[config.mk]
export PLATFORM = sky130hd
export DESIGN_NAME = multicycle_sequencer
export DESIGN_NICKNAME = d
export VERILOG_FILES = /design/src/rtl/seq_pkg.sv /design/src/rtl/seq_wait_timer.sv /design/src/rtl/multicycle_sequencer.sv
export SDC_FILE = /design/constraint.sdc
export NUM_CORES = 1
export LEC_CHECK = 0
export CAP_MARGIN = 20
export CORE_MARGIN = 4
export CORE_UTILIZATION = 39
export CTS_BUF_LIST = sky130_fd_sc_hd__clkbuf_16
export DETAILED_ROUTE_END_ITERATION = 16
export PLACE_DENSITY_LB_ADDON = 0.2
export SYNTH_ARGS = -nofsm -noshare
export SYNTH_HDL_FRONTEND = slang
export SYNTH_HIERARCHICAL = 1
export SYNTH_SLANG_ARGS = --single-unit
[constraint.sdc]
create_clock -name clk -period 8.2 [get_ports clk]
set_clock_uncertainty 0.2 [all_clocks]
set_input_delay 0.82 -clock clk [delete_from_list [all_inputs] [get_ports clk]]
set_output_delay 0.82 -clock clk [all_outputs]
set_load 0.05 [all_outputs]
[src/rtl/seq_pkg.sv]
// Shared definitions for the multicycle sequencer: state encoding, opcodes, state decode.
// Latency: n/a (package). Backpressure: n/a.
// Unused encoding 7 decodes to FAULT so a corrupted state register fails safe.
package seq_pkg;

    typedef enum logic [2:0] {
        ST_FETCH  = 3'd0,
        ST_DECODE = 3'd1,
        ST_EXEC   = 3'd2,
        ST_MEM    = 3'd3,
        ST_WB     = 3'd4,
        ST_HALTED = 3'd5,
        ST_FAULT  = 3'd6
    } seq_state_e;

    localparam logic [2:0] S_FETCH  = ST_FETCH;
    localparam logic [2:0] S_DECODE = ST_DECODE;
    localparam logic [2:0] S_EXEC   = ST_EXEC;
    localparam logic [2:0] S_MEM    = ST_MEM;
    localparam logic [2:0] S_WB     = ST_WB;
    localparam logic [2:0] S_HALTED = ST_HALTED;
    localparam logic [2:0] S_FAULT  = ST_FAULT;

    localparam logic [6:0] LOAD  = 7'b0000011;
    localparam logic [6:0] STORE = 7'b0100011;

    function automatic logic [2:0] state_decode(input logic [2:0] raw);
        return (raw == 3'd7) ? S_FAULT : raw;
    endfunction

endpackage

[src/rtl/seq_wait_timer.sv]
// Memory handshake wait counter with timeout detect; cleared on every state entry.
// Latency: timeout_hit is combinational on the cycle the count would reach TIMEOUT.
// Backpressure: none; wait_en advances the count, clear has priority over it.
module seq_wait_timer
    import seq_pkg::*;
#(
    parameter int unsigned TIMEOUT = 16
) (
    input  logic       clk,
    input  logic       rst,
    input  logic       clear,
    input  logic       wait_en,
    output logic [7:0] wait_cnt,
    output logic       timeout_hit
);

    localparam logic [7:0] LAST_WAIT = 8'(TIMEOUT - 1);

    always_ff @(posedge clk or posedge rst) begin
        if (rst) begin
            wait_cnt <= '0;
        end else if (clear) begin
            wait_cnt <= '0;
        end else if (wait_en) begin
            wait_cnt <= wait_cnt + 8'd1;
        end
    end

    // Only a cycle without Ready can time out, so Ready on the last cycle wins.
    assign timeout_hit = wait_en && (wait_cnt == LAST_WAIT);

endmodule

[src/rtl/multicycle_sequencer.sv]
// Multicycle instruction sequencer FSM (FETCH/DECODE/EXEC/MEM/WB/HALTED/FAULT); SEQ_PERF_CNT_EN adds perf counters.
// Latency: 4 cycles ALU/store, 5 cycles load with zero-wait memory; strobes are one cycle.
// Backpressure: IMReq/DMReq held until the matching Ready; no Ready within TIMEOUT cycles -> sticky FAULT.
module multicycle_sequencer #(
    parameter int unsigned TIMEOUT = 16
) (
    input  logic        clk,
    input  logic        rst,
    input  logic [6:0]  OpCode,
    input  logic        RUWr,
    input  logic        DMWr,
    input  logic        Halt,
    input  logic        IMReady,
    input  logic        DMReady,
    output logic        IMReq,
    output logic        DMReq,
    output logic        IRWr,
    output logic        PCWr,
    output logic        RUWrEn,
    output logic        DMWrEn,
    output logic [2:0]  State,
    output logic        Fault,
    output logic [31:0] CycleCnt,
    output logic [31:0] InstRet
);
    import seq_pkg::*;

    logic [2:0] state_q;
    logic [2:0] state_d;
    logic [2:0] cur;
    logic [7:0] wait_cnt;
    logic       timeout_hit;
    logic       wait_en;
    logic       is_store;
    logic       is_mem_op;
    logic       fetch_halt;
    logic       in_fetch;
    logic       in_mem;
    logic       in_wb;

    assign cur       = state_decode(state_q);
    assign in_fetch  = (cur == S_FETCH);
    assign in_mem    = (cur == S_MEM);
    assign in_wb     = (cur == S_WB);
    assign is_store  = (OpCode == STORE);
    assign is_mem_op = (OpCode == LOAD) || is_store;

    // A zero wait count in FETCH means the cycle of entry, before any request went out.
    assign fetch_halt = in_fetch && Halt && (wait_cnt == 8'd0);

    // Outputs are masked while reset is held so nothing is requested or strobed.
    assign IMReq  = !rst && in_fetch && !fetch_halt;
    assign DMReq  = !rst && in_mem;
    assign IRWr   = IMReq && IMReady;
    assign DMWrEn = DMReq && DMWr;
    assign RUWrEn = !rst && in_wb && RUWr;
    assign PCWr   = !rst && (in_wb || (in_mem && DMReady && is_store));
    assign Fault  = !rst && (cur == S_FAULT);
    assign State  = state_q;

    assign wait_en = (IMReq && !IMReady) || (DMReq && !DMReady);

    always_comb begin
        state_d = cur;
        case (cur)
            S_FETCH: begin
                if (fetch_halt) begin
                    state_d = S_HALTED;
                end else if (IMReady) begin
                    state_d = S_DECODE;
                end else if (timeout_hit) begin
                    state_d = S_FAULT;
                end
            end
            S_DECODE: state_d = S_EXEC;
            S_EXEC:   state_d = is_mem_op ? S_MEM : S_WB;
            S_MEM: begin
                if (DMReady) begin
                    state_d = is_store ? S_FETCH : S_WB;
                end else if (timeout_hit) begin
                    state_d = S_FAULT;
                end
            end
            S_WB:     state_d = S_FETCH;
            S_HALTED: begin
                if (!Halt) begin
                    state_d = S_FETCH;
                end
            end
            default:  state_d = S_FAULT;
        endcase
    end

    always_ff @(posedge clk or posedge rst) begin
        if (rst) begin
            state_q <= S_FETCH;
        end else begin
            state_q <= state_d;
        end
    end

    seq_wait_timer #(
        .TIMEOUT(TIMEOUT)
    ) u_wait_timer (
        .clk        (clk),
        .rst        (rst),
        .clear      (state_d != state_q),
        .wait_en    (wait_en),
        .wait_cnt   (wait_cnt),
        .timeout_hit(timeout_hit)
    );

`ifdef SEQ_PERF_CNT_EN
    logic [31:0] cycle_cnt_q;
    logic [31:0] inst_ret_q;

    always_ff @(posedge clk or posedge rst) begin
        if (rst) begin
            cycle_cnt_q <= '0;
            inst_ret_q  <= '0;
        end else begin
            cycle_cnt_q <= cycle_cnt_q + 32'd1;
            if (PCWr) begin
                inst_ret_q <= inst_ret_q + 32'd1;
            end
        end
    end

    assign CycleCnt = cycle_cnt_q;
    assign InstRet  = inst_ret_q;
`else
    assign CycleCnt = '0;
    assign InstRet  = '0;
`endif

endmodule

# Word level (Yosys, flattened, before mapping)
# Cells that the tools add are included.
# W data, S select, Z words.
# op_classes
n_addsub,1
eq_ne,11
mux,11
reduce_logical,26
# ops
operator,count
$mux W3,8
$pmux W3 S6,1
$logic_and A1 B1 Y1,16
$mux W8,2
$eq A3 B3 Y1 const B,4
$add A8 B1 Y8 const B,1
$eq A8 B4 Y1 const B,1
$logic_not A8 Y1,1
$eq A7 B2 Y1 const B,1
$eq A7 B6 Y1 const B,1
$eq A3 B2 Y1 const B,2
$logic_not A1 Y1,4
$eq A3 B1 Y1 const B,1
$logic_not A3 Y1,1
$logic_or A1 B1 Y1,3
$ne A3 B3 Y1,1
$reduce_bool A2 Y1,1
# totals
reg_bits,11
wordCells,51

# Logic depth before layout (Yosys ltp)
# logic_depth
ltp_word,16
ltp_mapped,17

# Modules after synthesis
# Netlist, hierarchy kept.
# modules_own_cells
mod,instances,cells_each,area_per_inst_um2,seq_area_each_um2
multicycle_sequencer,1,122,915.9,75.1
seq_wait_timer,1,41,421.7,200.2

# Least setup slack after synthesis
# No wires, ideal clock.
# synth_path
kind,input port to flip-flop
startpoint,input port Halt
endpoint,register u_wait_timer.wait_cnt[6]
setup_ps,77
t_arrival_ps,3669
t_required_ps,7923
setup_slack_ps,4254
stages,17
path_cell_list,nor3b_1 nand3_1 and3_1 inv_1 o32ai_1 buf_4 nand4_1 nor2_1 nor2_1 nand2_1 a221o_1 and3_4 o221ai_2 buf_6 o2111ai_4 or3_1 a21oi_1
# synth_via
elab_chain_cells,13
word_cells_on_any_way,16
cone_classes,eq/ne: 1; mux: 7; reduce/logical: 8
# synth_rtl
item,line,text
"start, declared",multicycle_sequencer.sv:12,"input logic Halt,"
$logic_and A1 B1 Y1 (*) (2 in a row),multicycle_sequencer.sv:49,assign fetch_halt = in_fetch && Halt && (wait_cnt == 8'd0);
$logic_not A1 Y1 (*),multicycle_sequencer.sv:52,assign IMReq = !rst && in_fetch && !fetch_halt;
$logic_and A1 B1 Y1 (*),multicycle_sequencer.sv:52,
via IMReq,multicycle_sequencer.sv:15,"output logic IMReq,"
$logic_and A1 B1 Y1 (*),multicycle_sequencer.sv:61,assign wait_en = (IMReq && !IMReady) || (DMReq && !DMReady);
$logic_or A1 B1 Y1 (*),multicycle_sequencer.sv:61,
via wait_en,multicycle_sequencer.sv:33,logic wait_en;
$logic_and A1 B1 Y1 (*),seq_wait_timer.sv:30,assign timeout_hit = wait_en && (wait_cnt == LAST_WAIT);
via timeout_hit,multicycle_sequencer.sv:32,logic timeout_hit;
$mux W3 (*),"multicycle_sequencer.sv:71, multicycle_sequencer.sv:80",
$mux W3,multicycle_sequencer.sv:69,end else if (IMReady) begin
$mux W3,multicycle_sequencer.sv:67,if (fetch_halt) begin
$pmux W3 S6 (*),multicycle_sequencer.sv:65,case (cur)
$ne A3 B3 Y1 (*),multicycle_sequencer.sv:107,".clear (state_d != state_q),"
$mux W8 / $reduce_bool A2 Y1 (equally long branches),--,
"end signal, assigned",seq_wait_timer.sv:25,wait_cnt <= wait_cnt + 8'd1;
"end, declared",seq_wait_timer.sv:13,"output logic [7:0] wait_cnt,"
# The timed path passes the listed nets; every way through them passes the cells marked *.
# A chain may end at the register's enable or synchronous reset.

# Final worst setup path
# layout_path
startpoint,input port Halt
endpoint,register u_wait_timer.wait_cnt[7]
# layout_via
elab_chain_cells,13
word_cells_on_any_way,16
cone_classes,eq/ne: 1; mux: 7; reduce/logical: 8
# layout_rtl
item,line
$logic_and A1 B1 Y1 (*) (2 in a row),multicycle_sequencer.sv:49
$logic_not A1 Y1 (*),multicycle_sequencer.sv:52
$logic_and A1 B1 Y1 (*),multicycle_sequencer.sv:52
$logic_and A1 B1 Y1 (*),multicycle_sequencer.sv:61
$logic_or A1 B1 Y1 (*),multicycle_sequencer.sv:61
via wait_en,multicycle_sequencer.sv:33
$logic_and A1 B1 Y1 (*),seq_wait_timer.sv:30
via timeout_hit,multicycle_sequencer.sv:32
$mux W3 (*),"multicycle_sequencer.sv:71, multicycle_sequencer.sv:80"
$mux W3,multicycle_sequencer.sv:69
$mux W3,multicycle_sequencer.sv:67
$pmux W3 S6 (*),multicycle_sequencer.sv:65
$ne A3 B3 Y1 (*),multicycle_sequencer.sv:107
$mux W8 / $reduce_bool A2 Y1 (equally long branches),--
# Marked as above.

==> impl_metrics.csv <==
group,metric,value,unit
sta,fin_crit_sh,55.0,%
worst_setup_path,slowest_delay,0.55,ns
clock_network,cts-resized-gates,0,
sta,setup-tns-final,0,ns
sta,hold_violations,0,
finish,syn_to_final_growth,6.36,%
synthesis,yosys_warnings,6,
worst_setup_path,cpMaxStageDelayCell,"clkdlybuf4s50_1",
floorplan,die_h,66.6,µm
clock_network,cts_buffers,3,
placed_design,port_buffers,23,
finish,diodes,0,
worst_setup_path,required,8.15,ns
worst_setup_path,r2r-start,"u_wait_timer/wait_cnt[3]$_DFFE_PP0P_",
worst_setup_path,critical_path.cell_chain,"clkdlybuf4s50_1, nor3b_1, nand3_1, and3_1, inv_1, o32ai_1, buf_4, nand4_1, nor2_1, nor2_1, nand2_1, a221o_1, and3_4, o221ai_2, o2111ai_4, or3_1, a21oi_1",
clock_network,ctsHoldBuffers,0,
sta,fin_crit,4.51,ns
sta,timing.fmax,0.222,GHz
global_routing,grt_pass1_vias,843,
worst_setup_path,timing.rr.end,"u_wait_timer/wait_cnt[7]$_DFFE_PP0P_",
synthesis,synthFlopType,"dfrtp_1",
worst_setup_path,endpoint_kind,"register",
placed_design,dp_slack,3.45,ns
global_routing,grt_pass1_wl,3710,µm
routing,wl_per_cell,11.1,µm
floorplan,ios,88,
clock_network,htree_levels,1,
sta,rsz0062_at_grt,"false",
power_and_ir_drop,power_density,287,mW/mm²
synthesis,synth_area_leaders,"buf_4 (38%), dfrtp_1 (21%), nor2_1 (3.9%)",
synthesis,synth_cell_types,41,
finish,seqCellArea,275,µm²
placed_design,dpl-instance-area,0.00134,mm²
routing,viasPerCell,4.45,
clock_network,clkLatencyLatePin,0.24,ns
run,cap_violations,0,
floorplan,initial_core_util,40.1,%
synthesis,synth_edf_count,0,
clock_network,cts_sinks,11,
placed_design,hpwl,2060,µm
synthesis,syn_inst,163,
power_and_ir_drop,ir_worst_vdd,0.0000851,V
worst_setup_path,critical_path_class,"input port to register",
worst_hold_path,hp-class,"register to register",
sta,worst_slew_pin_slew,0.679,ns
floorplan,die_w,66.6,µm
global_routing,grt_max_degree,15,
worst_setup_path,start_kind,"input port",
finish,stdcell_count,231,
routing,postRouteWirelength,2570,µm
worst_setup_path,reg2reg_slack,4.27,ns
worst_setup_path,path_common_cell,"nor2_1",
sta,worst_slack,3.69,ns
worst_setup_path,critPathLaunch,"Halt",
worst_setup_path,worst-path-buf-inv,3,
routing,post-route-drc-count,0,
synthesis,async_flop_share,100,%
finish,fill_cells,334,
placed_design,dp_cells,227,
floorplan,rows,21,
synthesis,netlist.area_leader.share,37.6,%
synthesis,syn_area_per_cell,8.21,µm²
floorplan,die-area,0.00443,mm²
worst_setup_path,reg2regPathDepth,16,
finish,nets,201,
global_routing,grtUsageTotal,10.7,%
status,status,"complete, no violations",
worst_hold_path,min_delay_path_depth,2,
sta,setup_viol,0,
routing,first_pass_iters,4,
global_routing,antenna_found_initial,0,
clock_network,post_cts_buffers,0,
worst_setup_path,crit_path_end,"u_wait_timer/wait_cnt[7]$_DFFE_PP0P_",
power_and_ir_drop,p_total,0.408,mW
power_and_ir_drop,cellLeakagePower,0.649,nW
worst_setup_path,cp_max_fo,9,
sta,relSlewSlack,53.6,%
clock_network,path_clk_slew,0.04,ns
clock_network,cts_tree,"built",
clock_network,clock-root-buffer,"clkbuf_16",
finish,final_cell_area,0.00142,mm²
worst_setup_path,cp_num_cells,17,
clock_network,cts.path.max_buffers,2,
worst_setup_path,cp_data_arrival_time,4.47,ns
routing,drtIter0Drc,95,
synthesis,ys_seq_area_share,20.6,%
global_routing,overflow,0,
floorplan,core_area,0.00334,mm²
routing,ant_nets,0,
placed_design,finalWeightedCongestion,0.828,
finish,multi_input_area,751,µm²
synthesis,netlist_area,0.00134,mm²
worst_setup_path,crit_family,"simple AND/OR/NAND/NOR gates",
synthesis,synth_top_area_cell,"buf_4",
sta,maxSlewViolCount,0,
finish,drive_gt1_share,7.03,%
synthesis,ys_ff_latch,11,
routing,vias,1028,
## tightest hold or removal path, cell delays in order, from the launching register on
cell	delay (ns)
dfrtp_1	0.36
or3_1	0.12
a21oi_1	0.06
## synth_stat cells (3+ instances only)
cell type,number
o21ai_0,3
buf_4,67
dfrtp_1,11
nand3_1,6
a21oi_1,5
xor2_1,3
nor2_1,14
or3_1,4
nand2_1,5
inv_1,4
nand4_1,4
## per-layer routing
layer | global-route usage [%] | share of wire, % | vias to the layer above
met5 | 0 | 0 | -
met4 | 5.58 | 2.4 | 0
met3 | 2.53 | 9.4 | 8
met2 | 16.6 | 51 | 60
met1 | 13.7 | 37 | 481
li1 | - | - | 479
## cell type report
cell class	count	share of cell area, %
Tap cell	46	4.05
Sequential cell	11	19.3
Timing Repair Buffer	24	16.7
Inverter	6	1.58
Clock buffer	3	5.28
Multi-Input combinational cell	140	52.8
Clock inverter	1	0.264
## logic make-up after synthesis
family | count (synthesis) | synth area share, %
DFF | 11 | 20.6
AOI/OAI and AO/OA | 21 | 13.0
adders and majority gates | 1 | 0.935
buffers and inverters | 75 | 41.0
and+or+nand+nor | 49 | 20.9
muxes | 1 | 0.748
other | 1 | 0.280
xor gates and xnor gates | 4 | 2.62
## how the worst min path moves through the flow
stage	start	to
after global routing	u_wait_timer/wait_cnt[7]$_DFFE_PP0P_	u_wait_timer/wait_cnt[7]$_DFFE_PP0P_
after detailed placement	u_wait_timer/wait_cnt[7]$_DFFE_PP0P_	u_wait_timer/wait_cnt[7]$_DFFE_PP0P_
after CTS	u_wait_timer/wait_cnt[7]$_DFFE_PP0P_	u_wait_timer/wait_cnt[7]$_DFFE_PP0P_
after floorplan	u_wait_timer/wait_cnt[7]$_DFFE_PP0P_	u_wait_timer/wait_cnt[7]$_DFFE_PP0P_
after global placement	u_wait_timer/wait_cnt[7]$_DFFE_PP0P_	u_wait_timer/wait_cnt[7]$_DFFE_PP0P_
final	u_wait_timer/wait_cnt[7]$_DFFE_PP0P_	u_wait_timer/wait_cnt[7]$_DFFE_PP0P_
## flip-flops by register name (all words and copies together), names as in the netlist
signal / cells
State: 3
u_wait_timer/wait_cnt: 8
## where the power goes
part	switching (mW)	leakage, nW	internal [mW]
Sequential	0.0271	0.149	0.0620
Combinational	0.168	0.458	0.0619
Clock	0.0249	0.0423	0.0641
## per-stage QoR
step	utilization, %	hold WS, ns
2_1_floorplan	-	0.333
3_3_place_gp	40.3	0.363
3_5_place_dp	40.3	0.368
4_1_cts	42.6	0.385
5_1_grt	42.6	0.397
6_report	42.6	0.380
## placed cells by master, fill, tap and decap left out, drive strengths merged, types with 4 or more instances in the layout
cell type	count
a21oi	5
clkdlybuf4s50	23
conb	64
dfrtp	11
inv	7
nand2	5
nand3	7
nand4	4
nor2	14
or3	4
(Power assumes the default switching activity.)
